## config.mk

```make
export PLATFORM = sky130hd
export DESIGN_NAME = jk_ubus_master
export DESIGN_NICKNAME = d
export VERILOG_FILES = /design/src/rtl/jk_ubus_pkg.sv /design/src/rtl/jk_ubus_master.sv
export SDC_FILE = /design/constraint.sdc
export NUM_CORES = 1
export LEC_CHECK = 0
export CELL_PAD_IN_SITES_DETAIL_PLACEMENT = 0
export CELL_PAD_IN_SITES_GLOBAL_PLACEMENT = 2
export CORE_MARGIN = 1.5
export CORE_UTILIZATION = 40
export CTS_CLUSTER_SIZE = 40
export DETAILED_ROUTE_END_ITERATION = 7
export DONT_BUFFER_PORTS = 1
export GPL_TIMING_DRIVEN = 1
export PLACE_DENSITY_LB_ADDON = 0.25
export SYNTH_ARGS = -nofsm -noshare
export SYNTH_HDL_FRONTEND = slang
export SYNTH_SLANG_ARGS = --single-unit
```

## constraint.sdc

```tcl
create_clock -name clk -period 7.97 [get_ports clk]
set_clock_uncertainty 0.1 [all_clocks]
set_input_delay 0 -clock clk [delete_from_list [all_inputs] [get_ports clk]]
set_output_delay 0 -clock clk [all_outputs]
set_load 0.1 [all_outputs]
```

## src/rtl/jk_ubus_pkg.sv

```systemverilog
// jk_ubus_pkg: shared FSM states, transfer-size encodings and beat-count helper for the UBUS master.
package jk_ubus_pkg;

    typedef enum logic [2:0] {IDLE, ARB, ADDR, DATA, RESP} state_e;

    localparam logic [1:0] SZ_1 = 2'b00;
    localparam logic [1:0] SZ_2 = 2'b01;
    localparam logic [1:0] SZ_4 = 2'b10;
    localparam logic [1:0] SZ_8 = 2'b11;

    function automatic logic [3:0] size_nbeats(input logic [1:0] sz);
        return (sz == SZ_1) ? 4'd1 : (sz == SZ_2) ? 4'd2 : (sz == SZ_4) ? 4'd4 : (sz == SZ_8) ? 4'd8 : 4'd0;
    endfunction

endpackage

```

## src/rtl/jk_ubus_master.sv

```systemverilog
// jk_ubus_master: single-command UBUS master moving 1-8 bytes over a split byte data bus.
module jk_ubus_master
    import jk_ubus_pkg::*;
#(
    parameter int ADDR_W = 16
) (
    input  logic              clk,
    input  logic              reset,
    input  logic              cmd_valid,
    output logic              cmd_ready,
    input  logic [ADDR_W-1:0] cmd_addr,
    input  logic [1:0]        cmd_size,
    input  logic              cmd_write,
    input  logic [63:0]       cmd_wdata,
    output logic              rsp_valid,
    output logic              rsp_error,
    output logic [63:0]       rsp_rdata,
    output logic              req,
    input  logic              gnt,
    output logic [ADDR_W-1:0] addr,
    output logic [1:0]        size,
    output logic              read,
    output logic              write,
    output logic              bip,
    output logic [7:0]        data_out,
    output logic              data_oe,
    input  logic [7:0]        data_in,
    input  logic              wait_state,
    input  logic              error
);

    state_e            state_q;
    logic [2:0]        beat_q;
    logic [ADDR_W-1:0] addr_q;
    logic [1:0]        size_q;
    logic              write_q;
    logic [63:0]       wdata_q;
    logic [63:0]       rbuf_q;

    logic              last;
    logic [2:0]        beat_d;
    logic [63:0]       rbuf_d;

    assign last   = {1'b0, beat_q} == size_nbeats(size_q) - 4'd1;
    assign beat_d = beat_q + 3'd1;
    assign rbuf_d = rbuf_q | ({56'd0, data_in} << {beat_q, 3'b000});

    // Every output is a register so reset clears the bus asynchronously.
    always_ff @(posedge clk or posedge reset) begin
        if (reset) begin
            state_q   <= IDLE;
            beat_q    <= '0;
            addr_q    <= '0;
            size_q    <= '0;
            write_q   <= 1'b0;
            wdata_q   <= '0;
            rbuf_q    <= '0;
            cmd_ready <= 1'b0;
            rsp_valid <= 1'b0;
            rsp_error <= 1'b0;
            rsp_rdata <= '0;
            req       <= 1'b0;
            addr      <= '0;
            size      <= '0;
            read      <= 1'b0;
            write     <= 1'b0;
            bip       <= 1'b0;
            data_out  <= '0;
            data_oe   <= 1'b0;
        end else begin
            cmd_ready <= 1'b0;
            rsp_valid <= 1'b0;
            rsp_error <= 1'b0;
            rsp_rdata <= '0;
            req       <= 1'b0;
            addr      <= '0;
            size      <= '0;
            read      <= 1'b0;
            write     <= 1'b0;
            bip       <= 1'b0;
            data_out  <= '0;
            data_oe   <= 1'b0;
            case (state_q)
                IDLE: begin
                    if (cmd_ready && cmd_valid) begin
                        state_q <= ARB;
                        addr_q  <= cmd_addr;
                        size_q  <= cmd_size;
                        write_q <= cmd_write;
                        wdata_q <= cmd_wdata;
                        rbuf_q  <= '0;
                        beat_q  <= '0;
                        req     <= 1'b1;
                    end else begin
                        cmd_ready <= 1'b1;
                    end
                end
                ARB: begin
                    if (gnt) begin
                        state_q <= ADDR;
                        addr    <= addr_q;
                        size    <= size_q;
                        read    <= !write_q;
                        write   <= write_q;
                    end else begin
                        req <= 1'b1;
                    end
                end
                ADDR: begin
                    state_q  <= DATA;
                    beat_q   <= '0;
                    bip      <= size_nbeats(size_q) != 4'd1;
                    data_oe  <= write_q;
                    data_out <= write_q ? wdata_q[7:0] : 8'd0;
                end
                DATA: begin
                    if (error) begin
                        state_q   <= RESP;
                        rsp_valid <= 1'b1;
                        rsp_error <= 1'b1;
                        rsp_rdata <= write_q ? 64'd0 : rbuf_q;
                    end else if (wait_state) begin
                        bip      <= bip;
                        data_oe  <= data_oe;
                        data_out <= data_out;
                    end else if (last) begin
                        state_q   <= RESP;
                        rsp_valid <= 1'b1;
                        rsp_rdata <= write_q ? 64'd0 : rbuf_d;
                        rbuf_q    <= write_q ? rbuf_q : rbuf_d;
                    end else begin
                        beat_q   <= beat_d;
                        rbuf_q   <= write_q ? rbuf_q : rbuf_d;
                        bip      <= {1'b0, beat_d} != size_nbeats(size_q) - 4'd1;
                        data_oe  <= write_q;
                        data_out <= write_q ? wdata_q[{beat_d, 3'b000} +: 8] : 8'd0;
                    end
                end
                RESP: begin
                    state_q   <= IDLE;
                    cmd_ready <= 1'b1;
                end
                default: state_q <= IDLE;
            endcase
        end
    end

endmodule
```

-- Yosys cells after proc, flatten, opt, wreduce, memory -nomap -nowiden
Index checks and enable logic that the tools add are counted.
Widths: inputs -> output; s select.
- bits in registers: 251
- logic and storage cells: 111
- reduce and logical (&&, ||, !) cells: 10
- add/subtract/negate cells: 2
- shift-type cells: 2
- bitwise logic cells: 1
- muxes and demuxes: 59
- equality and inequality tests: 18
- operators with widths (kind ; number):
    $mux 64 ; 10
    $pmux 64 s2 ; 1
    $or 64x64->64 ; 1
    $shiftx 64x7->8 ; 1
    $shl 8x6->64 ; 1
    $mux 8 ; 5
    $mux 16 ; 2
    $mux 3 ; 9
    $mux 1 ; 19
    $mux 4 ; 4
    $pmux 8 s2 ; 1
    $ne 2x2->1 const B ; 6
    $pmux 3 s4 ; 1
    $reduce_and 5->1 ; 2
    $pmux 3 s3 ; 1
    $pmux 1 s2 ; 4
    $eq 3x2->1 const B ; 2
    $ne 3x3->1 const B ; 2
    $eq 2x2->1 const B ; 2
    $eq 3x4->1 ; 1
    $mux 2 ; 2
    $ne 3x4->1 ; 1
    $ne 4x1->1 const B ; 1
    $reduce_and 4->1 ; 1
    12 further kinds ; 12

-- Depth between registers and ports, before layout
Gate-level depths: netlist of run 1.
- depth in word-level cells: 11
- gate-level depth with buffers: 7
- mapped depth without buffers: 5

-- Worst setup path after synthesis of run 1
Ideal clock, no wire load.
- kind: reg2reg
- start point: register cmd_ready
- end point: register wdata_q[0]
- path buffers: 2
- period minus slack after synthesis: 2.397 ns
- path slack: 5.573 ns
- data arrival time: 2.172 ns
- stages on the path, launching flop included: 6
- path through: dfrtp_1 nand2_1 nor3_1 buf_2 buf_4 mux2_2
- word-level cells in the longest chain between the ends: 2
- ends and longest elaborated chain (element ; RTL line ; RTL):
    start, declared ; jk_ubus_master.sv:10 ; output logic cmd_ready,
    start signal, assigned ; jk_ubus_master.sv:58 ; cmd_ready <= 1'b0;
    start signal, assigned ; jk_ubus_master.sv:71 ; cmd_ready <= 1'b0;
    start signal, assigned ; jk_ubus_master.sv:95 ; cmd_ready <= 1'b1;
    $logic_and 1x1->1 ; jk_ubus_master.sv:85 ; if (cmd_ready && cmd_valid) begin
    $reduce_and 2->1 (no source line) ; - ;
    end signal, assigned ; jk_ubus_master.sv:90 ; wdata_q <= cmd_wdata;
    end, declared ; jk_ubus_master.sv:37 ; logic [63:0] wdata_q;
Every way passes these cells.
A chain may end at the register's enable or synchronous reset.

-- Worst setup path after layout of run 1
- start point: register cmd_ready
- end point: register addr_q[3]
- word-level cells in the longest chain between the ends: 2
- ends and longest elaborated chain (element ; RTL line ; RTL):
    $logic_and 1x1->1 ; jk_ubus_master.sv:85 ;
    $reduce_and 2->1 (no source line) ; - ;
    end signal, assigned ; jk_ubus_master.sv:87 ; addr_q <= cmd_addr;
    end, declared ; jk_ubus_master.sv:34 ; logic [ADDR_W-1:0] addr_q;
Every way passes these cells.

==> results.toml, run 1 <==
[sta]
slew_viol_final = 0
setup-tns-final_ns = 0
hold_violations = 0
period_minus_slack_ns = 3.08
fin_crit_sh_pct = 38.6
whs_ns = 0.0442
final-setup-viol-count = 0
worst_pin_slew_ns = 1.05
slew-limit-headroom_pct = 29.9
rsz0062_at_grt = "false"
max_freq_mhz = 325

[finish]
fin_util_pct = 48.4
multiInputGateArea_sq_um = 4120
fillers = 2359
nets = 988
diodes = 0
drive_gt1_share_pct = 23.5
fin_cells = 1251
area_growth_pct = 19.3
ff_latch_area_sq_um = 6280

[placed_design]
io_buffer_count = 0
post-place-cells = 1104
dp_hpwl_microns = 17000
place.gp.congestion = 0.759

[logic_synthesis]
synth_edf_count = 0
syn_nets = 936
synth_cells = 838
yosysSeqAreaShare_pct = 58.0
ys.flop_type = "dfrtp_1"
ys_async_sr_fraction_pct = 100
yosysTopAreaCell = "dfrtp_1"
synth_area_per_cell_sq_um = 12.9
yosysWarnings = 0
syn-cell-area_sq_um = 10800
synthTopCellsByArea = "dfrtp_1, mux2_2, a2111oi_2, a41oi_1, mux4_2"
synth_cell_type_count = 49
synth-seq-cells = 251
synth_top_area_share_pct = 58.0
synth_most_common_cell = "dfrtp_1"
yosys-top-cells-count = "dfrtp_1, mux2_2, nor2_1, a21oi_1, clkbuf_1"

[worst_setup_path]
worst_ep_required_time_ns = 8.28
critPathLaunchType = "flip-flop"
worstSetupPathType = "reg -> reg"
crit_path_end_kind = "flip-flop"
worstPathMaxFanout = 88
crit_arrival_ns = 3.39

[clocking]
cts_resized = 0
clk_pin_slew_worst_paths_ns = 0.06
clk_latency_ns = 0.53
cts_sinks = 251
cts_tree = "yes"
htree_levels = 1
clockRootBuffer = "clkbuf_16"
cts_buffers = 28
clockBufferDepth = 3

[grt]
grt_overflow_total = 0
antenna_found_initial = 0
grt_max_degree = 123
grt_pass1_vias = 7588
grt_pass1_wl_microns = 44200
grt_usage_pct = 19.8

[min_path]
min_path_type = "in -> reg"

[power_and_ir_drop]
peakVddDrop_mv = 0.202
leakage_nw = 5.39
fin_total_pwr_mw = 4.55
powerDensity_nw_per_um2 = 352

[route]
drt_wl_total_microns = 27600
wire_per_inst_microns = 22.1
first_pass_iters = 5
vias = 7362
vias_per_cell = 5.88
drtIter0Drc = 419
drcViolationCount = 0
ant_nets = 0

[die]
ioPinCount = 195
die_x_microns = 168
start_util_pct = 40.5
die_area_sq_um = 28100
row_count = 60
die-height_microns = 168
core_area_sq_um = 26700

[flow_run]
cap_violations = 0

[outcome]
outcome = "completed"
## timing repair
action / in CTS / in global routing
hold buffers: 97 / 0
buffers inserted: 0 / 0
endpoints found under the hold margin: 351 / 0
## where the power goes
group | internal [mW] | total [mW] | switching [mW]
logic | 0.476 | 1.09 | 0.613
clock network | 0.839 | 1.34 | 0.502
registers | 1.57 | 2.12 | 0.546
total | 2.89 | 4.55 | 1.66
## path summary, 6_finish.rpt
kind | start | endpoint | slack, ns | cells after the start
worst max-delay path | cmd_ready | addr_q[3] | 4.89 | 4
worst min-delay path | cmd_wdata[2] | wdata_q[2] | 0.04 | 2
worst max register to register | cmd_ready | addr_q[3] | 4.89 | 4
worst min register to register | addr_q[5] | addr[5] | 0.37 | 1
max in group asynchronous | reset | rsp_rdata[51] | 6.12 | 3
min in group asynchronous | reset | wdata_q[58] | 0.06 | 2
## flip-flops by register name, summed over array words and instances (netlist names), 2 cells and up
name	flops
size_q	2
size	2
wdata_q	64
addr	16
rsp_rdata	64
beat_q	3
state_q	3
addr_q	16
rbuf_q	64
data_out	8
## placed cells by master (no fill, tap or decap), types with 12 or more instances in the layout
cell type / n
and2_1: 19
a41oi_1: 48
mux4_2: 16
buf_4: 17
clkbuf_16: 29
dfrtp_1: 250
nor2_1: 77
and3_1: 12
mux2_2: 84
a2111oi_2: 38
a21oi_1: 68
dlygate4sd3_1: 97
a31oi_1: 17
a2111oi_0: 27
## metal layers
layer | vias up | global-route usage (%) | wire length (microns)
met5 | - | 0 | 0
met2 | 274 | 33.7 | 13800
li1 | 3264 | - | -
met3 | 58 | 4.11 | 1730
met1 | 3766 | 25.2 | 11200
met4 | 0 | 6.66 | 899
## final cells by class
cell class | count | share of cell area (%)
clock inverters | 8 | 1.11
flip-flops and latches | 251 | 48.6
multi-input cells | 489 | 31.9
inverters | 6 | 0.232
repair buffers | 114 | 8.50
well taps | 341 | 3.30
clock buffers | 42 | 6.38
## critical path, stage by stage (launching register included)
cell and delay [ns]:
dfrtp_1 0.94, nand2_1 0.39, nor3_2 0.23, buf_4 0.79, mux2_2 0.42
## cells by family (layout without fill, tap and decap cells)
logic type               count (synthesis)  count (layout)  share of synthesized area, %
multiplexers                           109             109                          12.9
flip-flops                             251             251                          58.0
AND/OR/NAND/NOR                        150             150                          7.27
adder cells (fa/ha/maj)                  1               1                         0.116
XOR/XNOR                                 1               1                         0.150
AO/OA/AOI/OAI                          228             228                          17.4
buffers and inverters                   98             170                          4.16
## stage by stage
step / worst slack, ns / area (sq um)
finish: 4.89 / 12900
global route: 4.75 / 12900
CTS: 4.89 / 12900
detailed placement: 4.89 / 11000
global placement: 5.00 / 11000
floorplan: 0.970 / 10800
(Power assumes the default switching activity.)
==> run 2: changes to the inputs <==
- ABC_AREA: unset -> 1
- CORE_UTILIZATION: 40 -> 34
- clock period: 7.97 -> 2.5 ns (I/O delays scaled with it)
==> results.toml, run 2 <==
[outcome]
outcome = "completed"

[worst_setup_path]
r2r-start = "cmd_ready"
crit_path_top_delay_cell = "dlygate4sd3_1"
timing.rr.end = "addr_q[12]"
cp_cell_sequence = "nand2_1 > nor2_2 > nand2_8 > nor2_1 > dlygate4sd3_1 > a21oi_1 > dlygate4sd3_1"
max_stage_delay_ns = 0.57
regToRegSetupSlack_ns = 0.12
worstPathMaxFanout = 22
crit_arrival_ns = 2.70
worst-r2r-cell-count = 7
crit_path_end_kind = "flip-flop"
worst_ep_required_time_ns = 2.82
worstSetupPathType = "reg -> reg"
critPathLaunchType = "flip-flop"
crit_top_cell = "dlygate4sd3_1"

[grt]
antenna_found_initial = 0
grt_overflow_total = 0
grt_usage_pct = 20.2
grt_max_degree = 129
grt_pass1_wl_microns = 54200
grt_pass1_vias = 9306

[power_and_ir_drop]
leakage_nw = 6.47
fin_total_pwr_mw = 16.0
powerDensity_nw_per_um2 = 1130
peakVddDrop_mv = 0.654

[logic_synthesis]
synth_xor_area_share_pct = 0.155
yosysWarnings = 0
synth_cell_type_count = 26
synth-seq-cells = 251
synth_top_area_share_pct = 55.6
synthSimpleGateAreaFrac_pct = 21.5
synth-adder-area-share_pct = 0.111
syn-cell-area_sq_um = 11300
yosysSeqAreaShare_pct = 55.6
synth_compound_area_share_pct = 13.0
synth_top_family_by_area = "simple AND/OR/NAND/NOR gates"
syn_nets = 1483
yosys-top-cells-count = "nand2_1, dfrtp_1, nor2_1, inv_1, a21oi_1"
synth_most_common_cell = "nand2_1"
synth_cells = 1385
ys_async_sr_fraction_pct = 100
synth_mux_area_share_pct = 0.399
synth_area_per_cell_sq_um = 8.15
yosysTopAreaCell = "dfrtp_1"
synth_edf_count = 0
synthTopCellsByArea = "dfrtp_1, nand2_1, a21oi_1, nor2_1, inv_1"
ys.flop_type = "dfrtp_1"

[clocking]
cts_sinks = 251
clk_pin_slew_worst_paths_ns = 0.06
clockRootBuffer = "clkbuf_16"
cts_tree = "yes"
post_cts_buffers = 0
cts_buffers = 29
htree_levels = 1
clk_latency_ns = 0.54
clockBufferDepth = 3

[sta]
slew_viol_final = 0
worst_pin_slew_ns = 0.957
whs_ns = 0.0612
period_minus_slack_ns = 2.38
worst_slack_ns = 0.125
max_freq_mhz = 421
hold_violations = 0
final-setup-viol-count = 0
rsz0062_at_grt = "false"
setup-tns-final_ns = 0
slew-limit-headroom_pct = 36.2
fin_crit_sh_pct = 95.0

[placed_design]
place.gp.congestion = 0.752
placed_area_sq_um = 11800
dp_hpwl_microns = 20700
post-place-cells = 1778
place_ws_ns = 0.368
io_buffer_count = 0

[min_path]
worst_hold_path.num_cells = 2
whs_endpoint = "addr_q[14]"
min_path_type = "in -> reg"
min_from = "cmd_addr[14]"

[route]
drtIter0Drc = 647
ant_nets = 0
vias_per_cell = 4.78
wire_per_inst_microns = 17.2
drt_wl_total_microns = 33600
first_pass_iters = 5
vias = 9342
drcViolationCount = 0

[flow_run]
cap_violations = 0

[finish]
diodes = 0
fin_cells = 1953
final_cell_mix = "nand2_1, dfrtp_1, nor2_1"
ff_latch_area_sq_um = 6280
fillers = 3322
layout_commonest_cell = "nand2_1"
area_growth_pct = 25.0
nets = 1589
fin_util_pct = 43.3
drive_gt1_share_pct = 7.08
reg_top3 = "rbuf_q x64, rsp_rdata x64, wdata_q x64"
multiInputGateArea_sq_um = 4000
final_area_sq_um = 14100

[die]
row_count = 66
die-height_microns = 185
core_area_sq_um = 32600
die_x_microns = 185
ioPinCount = 195
start_util_pct = 34.6
die_area_sq_um = 34300
run 2: cell count changes after synthesis, sizes merged, moves of 36 or more:
cell | before | now
nand4 | 2 | 38
a21oi | 68 | 143
a41oi | 48 | 0
nand3 | 0 | 63
a2111oi | 65 | 0
nor2 | 78 | 184
nand2 | 7 | 276
o21ai | 11 | 117
mux2 | 84 | 4
inv | 6 | 161
run 2: logic make-up (layout without fill, tap and decap cells):
kind of cell    after synthesis  after routing
flops                       251            251
mux                           4              4
fa+ha+maj                     1              1
buf+inv                     255            381
xor+xnor                      2              2
compound gates              284            284
simple gates                588            588
run 2: worst max-delay path: cells and delay by family (launching register included):
kind | cells | cell delay [ns]
and+or+nand+nor | 4 | 0.64
AOI/OAI and AO/OA | 1 | 0.04
buffers and inverters | 2 | 1.12
DFF | 1 | 0.35
run 2: per-layer routing:
metal  routed length [microns]  GRT usage, %  vias to the layer above
met5                         0             0                        -
met3                      1530          2.91                       31
li1                          -             -                     4645
met4                       372          3.74                        0
met2                     14900          30.5                      204
met1                     16800          30.7                     4462
run 2: report_power, final:
part	internal, mW	switching, mW
registers	4.99	1.21
logic	1.56	3.84
clock network	2.74	1.69
run 2: worst max path at each step:
stage | startpoint | to | slack (ns) | depth (start not counted)
floorplan | reset | addr[0] | -0.90 | 1
global placement | beat_q[1] | rsp_rdata[31] | 0.33 | 5
detailed placement | state_q[0] | rbuf_q[42] | 0.37 | 8
CTS | state_q[0] | write_q | 0.02 | 6
global route | cmd_ready | addr_q[12] | 0.008 | 7
finish | cmd_ready | addr_q[12] | 0.12 | 7
run 2: cell type report:
| type | instances | share of cell area (%) |
|---|---|---|
| Clock buffer | 41 | 5.96 |
| Multi-Input combinational cell | 879 | 28.3 |
| Tap cell | 442 | 3.92 |
| Inverter | 162 | 4.33 |
| Sequential cell | 251 | 44.5 |
| Clock inverter | 10 | 1.13 |
| Timing Repair Buffer | 168 | 11.8 |
run 2: what timing repair did:
action | CTS | global route
setup endpoints to repair | 0 | 9
endpoints found under the hold margin | 483 | 0
gates resized for setup | 0 | 4
hold buffers | 124 | 0
